File: src/rtl/cacheline_adaptor.sv
// Bridges a cache that moves whole lines to a memory that moves fixed-width beats:
// line fills are assembled from read beats, writebacks are split into write beats.
module cacheline_adaptor #(
    parameter int s_line  = 256,
    parameter int s_burst = 64
) (
    input  logic               clk,
    input  logic               rst,
    input  logic [s_line-1:0]  line_i,
    output logic [s_line-1:0]  line_o,
    input  logic [31:0]        address_i,
    input  logic               read_i,
    input  logic               write_i,
    output logic               resp_o,
    input  logic [s_burst-1:0] burst_i,
    output logic [s_burst-1:0] burst_o,
    output logic [31:0]        address_o,
    output logic               read_o,
    output logic               write_o,
    input  logic               resp_i
);

    localparam int BEATS = s_line / s_burst;
    localparam int CNT_W = (BEATS > 1) ? $clog2(BEATS) : 1;
    localparam int OFS_W = $clog2(s_line / 8);
    localparam logic [CNT_W-1:0] LAST_BEAT = CNT_W'(BEATS - 1);

    typedef enum logic [1:0] {
        IDLE,
        READ,
        WRITE,
        DONE
    } state_e;

    state_e                 state_q, state_d;
    logic [CNT_W-1:0]       cnt_q, cnt_d;
    logic [31:OFS_W]        addr_q, addr_d;
    logic [s_line-1:0]      wline_q, wline_d;
    logic [s_line-1:0]      rline_q, rline_d;

    // NOTE: every signal written here gets its hold value first, so no path can infer a latch.
    always_comb begin
        state_d = state_q;
        cnt_d   = cnt_q;
        addr_d  = addr_q;
        wline_d = wline_q;
        rline_d = rline_q;

        unique case (state_q)
            IDLE: begin
                if (write_i) begin
                    state_d = WRITE;
                    cnt_d   = '0;
                    addr_d  = address_i[31:OFS_W];
                    wline_d = line_i;
                end else if (read_i) begin
                    state_d = READ;
                    cnt_d   = '0;
                    addr_d  = address_i[31:OFS_W];
                end
            end
            READ: begin
                if (resp_i) begin
                    for (int b = 0; b < BEATS; b++) begin
                        if (cnt_q == CNT_W'(b)) rline_d[b*s_burst +: s_burst] = burst_i;
                    end
                    cnt_d = cnt_q + CNT_W'(1);
                    if (cnt_q == LAST_BEAT) state_d = DONE;
                end
            end
            WRITE: begin
                if (resp_i) begin
                    cnt_d = cnt_q + CNT_W'(1);
                    if (cnt_q == LAST_BEAT) state_d = DONE;
                end
            end
            DONE:    state_d = IDLE;
            default: state_d = IDLE;
        endcase
    end

    // Beat mux for writes; the bus is held at zero whenever no write burst is in flight.
    always_comb begin
        burst_o = '0;
        if (state_q == WRITE) begin
            for (int b = 0; b < BEATS; b++) begin
                if (cnt_q == CNT_W'(b)) burst_o = wline_q[b*s_burst +: s_burst];
            end
        end
    end

    // NOTE: sequential state uses non-blocking assignments so every register samples pre-edge values.
    always_ff @(posedge clk) begin
        if (!rst) begin
            state_q <= IDLE;
            cnt_q   <= '0;
            addr_q  <= '0;
            wline_q <= '0;
            rline_q <= '0;
        end else begin
            state_q <= state_d;
            cnt_q   <= cnt_d;
            addr_q  <= addr_d;
            wline_q <= wline_d;
            rline_q <= rline_d;
        end
    end

    assign line_o    = rline_q;
    assign address_o = {addr_q, {OFS_W{1'b0}}};
    assign read_o    = (state_q == READ);
    assign write_o   = (state_q == WRITE);
    assign resp_o    = (state_q == DONE);

endmodule

File: config.mk
export PLATFORM = sky130hd
export DESIGN_NAME = cacheline_adaptor
export DESIGN_NICKNAME = d
export VERILOG_FILES = /design/src/rtl/cacheline_adaptor.sv
export SDC_FILE = /design/constraint.sdc
export NUM_CORES = 1
export LEC_CHECK = 0
export CAP_MARGIN = 20
export CORE_ASPECT_RATIO = 1.75
export CORE_MARGIN = 5
export CORE_UTILIZATION = 28
export DETAILED_ROUTE_END_ITERATION = 7
export PLACE_DENSITY = 0.55
export SYNTH_ARGS = -nofsm -noshare
export SYNTH_HDL_FRONTEND = slang
export SYNTH_SLANG_ARGS = --single-unit
File: constraint.sdc
create_clock -name clk -period 2.4 [get_ports clk]
set_clock_uncertainty 0.2 [all_clocks]
set_input_delay 0.48 -clock clk [delete_from_list [all_inputs] [get_ports clk]]
set_output_delay 0.48 -clock clk [all_outputs]
set_load 0.01 [all_outputs]
# Yosys cells after proc, flatten, opt, wreduce, memory -nomap -nowiden
# Index checks and enable logic that the tools add are counted.
[totals]
regBits = 543
output_inout_bits = 355
wordCells = 47
[op_classes]
add_sub_neg = 1
eq_ne = 9
mux = 16
n_reduce_logical = 13
[ops]
columns = ["op", "n"]
rows = [
  ["2-to-1 mux 64 bit", 5],
  ["2-to-1 mux 27 bit", 2],
  ["AND reduction 3 bit", 6],
  ["2-to-1 mux 2 bit", 7],
  ["== test 2 bit, second input constant", 4],
  ["case mux 2 bit (3 select lines)", 1],
  ["== test 2 x 1 -> 1 bit, second input constant", 2],
  ["zero test 2 bit", 2],
  ["inequality test 2 x 1 -> 1 bit, second input constant", 2],
  ["case mux 2 bit (2 select lines)", 1],
  ["AND reduction 2 bit", 2],
  ["nonzero test 2 bit", 2],
  ["inequality test 3 bit, second input constant", 1],
  ["adder 2 x 1 -> 2 bit, second input constant", 1],
  ["OR reduction 2 bit", 1],
]

# Longest topological paths before layout
[depth]
word_depth = 6
ltp_mapped = 8
depth_no_buf = 5

# Least setup slack after synthesis
# No wires, ideal clock.
[synth_timing]
kind = "reg-to-output"
from = "reg cnt_q[1]"
to = "out burst_o[31]"
arrival_time_ns = 1.481
required_time_ns = 1.720
slack_ns = 0.239
path_stages_with_launch = 8
n_path_buf = 2
path_cell_list = "dfxtp_1 inv_1 ha_1 nor2b_1 buf_4 buf_4 a221oi_1 o31ai_1"
[synth_between]
elab_chain_len = 6
word_cells_on_any_way = 9
cone_classes = "3 x eq/ne; 5 x mux; 1 x reduce/logical"
[synth_rtl]
columns = ["item", "line", "source"]
rows = [
  ["from (decl)", "36", "logic [CNT_W-1:0] cnt_q, cnt_d;"],
  ["from (signal assigned)", "102", "cnt_q <= cnt_d;"],
  ["zero test 2 bit", "87", "if (cnt_q == CNT_W'(b)) burst_o = wline_q[b*s_burst +: s_burst];"],
  ["2-to-1 mux 64 bit (3 in series)", "87", ""],
  ["2-to-1 mux 64 bit (*)", "87", ""],
  ["2-to-1 mux 64 bit (*)", "85", "if (state_q == WRITE) begin"],
  ["to (decl)", "16", "output logic [s_burst-1:0] burst_o,"],
]
# Every way passes the cells marked *; elsewhere a longest branch is shown, timed or not.

# Worst setup path after layout
[layout_timing]
from = "reg cnt_q[0]"
to = "out burst_o[22]"
# Same word-level chain as after synthesis.

==> results.py <==
metrics = {
    "power_and_ir_drop": {
        "pwr-share-comb_pct": 35.7,
        "leakage_uw": 0.0124,
        "ir_drop_uv": 697,
        "pwr-share-seq_pct": 35.8,
        "pwr-share-clk_pct": 28.5,
        "power.internal_uw": 19500,
        "swShare_pct": 34.4,
        "switching_power_uw": 10200,
        "p_per_area_mw_per_mm2": 864,
    },
    "synth": {
        "synthDistinctLibCells": 30,
        "yosys_warnings": 0,
        "synth_edf_count": 0,
        "netlist_area_mm2": 0.0225,
        "avgSynthCellArea_um2": 8.36,
        "synthCells": 2694,
        "yosysSeqAreaShare_pct": 48.3,
        "synth-async-reset-ratio_pct": 0,
        "ys_ff_latch": 543,
        "synth-main-ff-cell": "dfxtp_1",
    },
    "sta": {
        "fin_crit_sh_pct": 130,
        "period_minus_slack_ns": 3.12,
        "max_freq_mhz": 321,
        "finalHoldViolCount": 0,
        "final_max_slew_viol_count": 0,
        "setup_ws_ns": -0.716,
        "setup_violations": 64,
        "hold_ws_ns": 0.193,
        "setup_tns_ns": -37.45,
        "rsz0062_at_grt": "yes",
    },
    "clocking": {
        "cts.clk_slew.worst_paths_ns": 0.07,
        "clk_path_buf_depth": 3,
        "cts_buffers": 53,
        "clk_latency_ns": 0.63,
        "htreeDepth": 2,
        "cts_tree": "yes",
        "cts.sinks": 543,
        "cts-root-buf": "clkbuf_16",
    },
    "worst_setup_path": {
        "path_class": "flip-flop to output pin",
        "start_kind": "flip-flop",
        "required_ns": 1.72,
        "path_max_fanout": 6,
        "end_kind": "output pin",
        "critPathArrivalTime_ns": 2.44,
    },
    "routing": {
        "wl_um": 95900,
        "drc": 0,
        "dr.pass1.iters": 5,
        "post_drt_wl_per_cell_um": 21.3,
        "drtIter0Drc": 1141,
        "drtAntennaViolNets": 0,
        "vias_per_cell": 4.73,
        "vias": 21300,
    },
    "global_route": {
        "first_global_vias": 21100,
        "grt_first_pass_wirelength_um": 138000,
        "grt_usage_pct": 20.9,
        "grt_overflow": 0,
        "grt_max_degree": 101,
        "antenna_found_initial": 25,
    },
    "floorplanning": {
        "pin_count": 712,
        "start_util_pct": 28.3,
        "num_rows": 137,
        "die_y_um": 385,
        "coreArea_mm2": 0.0797,
        "die_area_mm2": 0.0864,
        "die_width_um": 224,
    },
    "cells_and_area": {
        "syn2layout_area_growth_pct": 52.7,
        "drive_gt1_share_pct": 12.7,
        "fillers": 7987,
        "utilization_pct": 43.2,
        "design.final.nets": 3773,
    },
    "min_path": {
        "min_path_type": "input port to flip-flop",
    },
    "outcome": {
        "violations": "setup timing",
        "status": "finished, violations left",
    },
    "placement": {
        "port_buffers": 701,
        "dp_hpwl_um": 67600,
        "place.gp.congestion": 0.853,
    },
    "flow_run": {
        "cap_violations": 0,
    },
}
state kept, by name, summed over array words and instances (netlist names):
register / flops
wline_q: 256
state_q: 2
addr_q: 27
cnt_q: 2
line_o: 256
cell usage after synthesis (10+ instances only):
master    count  area (µm²)
buf_6        18         203
a21boi_0    184        1380
ha_1         10         125
nand3_1      66         330
a221oi_1     64         561
clkbuf_1     90         338
buf_8        20         300
buf_4        27         203
nor2b_1      66         413
o31ai_1      65         488
a21boi_1    356        2670
dfxtp_1     543       10900
buf_1        17        63.8
nand2_1    1082        4060
buf_2        57         285
critical path, stage by stage, from the launching register on:
cell and delay [ns]:
dfxtp_2 0.36, inv_2 0.06, ha_4 0.15, nor2b_4 0.13, buf_12 0.14, buf_4 0.14
buf_12 0.15, a221oi_2 0.29, o31ai_2 0.11, buf_4 0.14, buf_2 0.13
metal layers:
layer / global-route usage (%) / part of all wire, %
met2: 36.0 / 48
met4: 7.06 / 3.5
met1: 24.0 / 39
met3: 7.54 / 9.4
met5: 0 / 0.14
repair_timing:
| action | in CTS | in global routing |
|---|---|---|
| setup endpoints to repair | 71 | 65 |
| pin swaps | 62 | 21 |
| hold buffers | 1 | 0 |
| gates resized for setup | 436 | 65 |
| endpoints found under the hold margin | 29 | 0 |
| buffers inserted | 30 | 13 |
| cloned | 17 | 3 |
path summary, 6_finish.rpt:
path                     from      endpoint  slack [ns]  cells after the start
setup / recovery     cnt_q[0]   burst_o[22]       -0.72                     10
setup reg to reg   state_q[1]  wline_q[126]        0.28                      8
hold / removal     line_i[41]   wline_q[41]        0.19                      3
hold reg to reg   line_o[197]   line_o[197]        0.25                      2
area by class of cell:
class,count,area [µm²],share of cell area (%)
diodes,13,32.5,0.0946
clock buffers,74,1490,4.32
clock inverters,19,209,0.608
inverters,5,18.8,0.0546
multi-input cells,1919,11100,32.2
flip-flops and latches,543,10900,31.6
well taps,1042,1300,3.79
repair buffers,884,9400,27.3
layout by cell type, fill, tap and decap left out, types with 3 or more instances in the layout:
cell type / count
buf_16: 15
nand2_1: 1081
ha_4: 6
buf_8: 6
clkdlybuf4s50_1: 629
dfxtp_1: 539
nor2b_4: 10
a221oi_4: 11
a221oi_1: 25
a21boi_1: 356
conb_1: 5
dfxtp_2: 4
buf_6: 23
nand3_1: 66
a21boi_0: 184
nor2b_1: 56
o31ai_2: 19
diode_2: 13
clkinvlp_4: 5
inv_2: 4
ha_1: 4
dlygate4sd2_1: 4
clkbuf_16: 56
clkinv_2: 7
clkbuf_1: 13
o31ai_4: 13
clkbuf_8: 8
buf_4: 83
nand3_4: 4
a221oi_2: 28
o31ai_1: 33
buf_2: 53
buf_12: 66
bufinv_16: 3
stage by stage:
step | std cells | cell area, µm² | power (µW) | setup slack [ns]
6_report | 4499 | 34400 | 29700 | -0.716
5_1_grt | 4491 | 34400 | 31100 | -0.800
4_1_cts | 4476 | 34000 | 29600 | -0.731
3_5_place_dp | 4339 | 31200 | 19100 | -0.497
3_3_place_gp | 4339 | 31200 | 19100 | -0.476
2_1_floorplan | 2698 | 22500 | 15300 | 0.239
cells by family (layout without fill, tap and decap cells):
group	Yosys count	count (layout)	synth area share (%)
AND/OR/NAND/NOR	1226	1226	21.8
flip-flops	543	543	48.3
buffers and inverters	236	982	6.44
AO/OA/AOI/OAI	676	676	22.9
other	1	18	0.0166
multiplexers	2	2	0.0889
adder cells (fa/ha/maj)	10	10	0.555
power groups by stage:
stage / Sequential, µW / Combinational [µW] / Clock (µW)
after floorplan: 10700 / 4680 / 0
after global placement: 10800 / 8340 / 0
after detailed placement: 10800 / 8400 / 0
after global routing: 10700 / 11400 / 9050
final: 10600 / 10600 / 8450
after CTS: 10600 / 10300 / 8700
No activity file was read; power rests on OpenSTA's default activity.
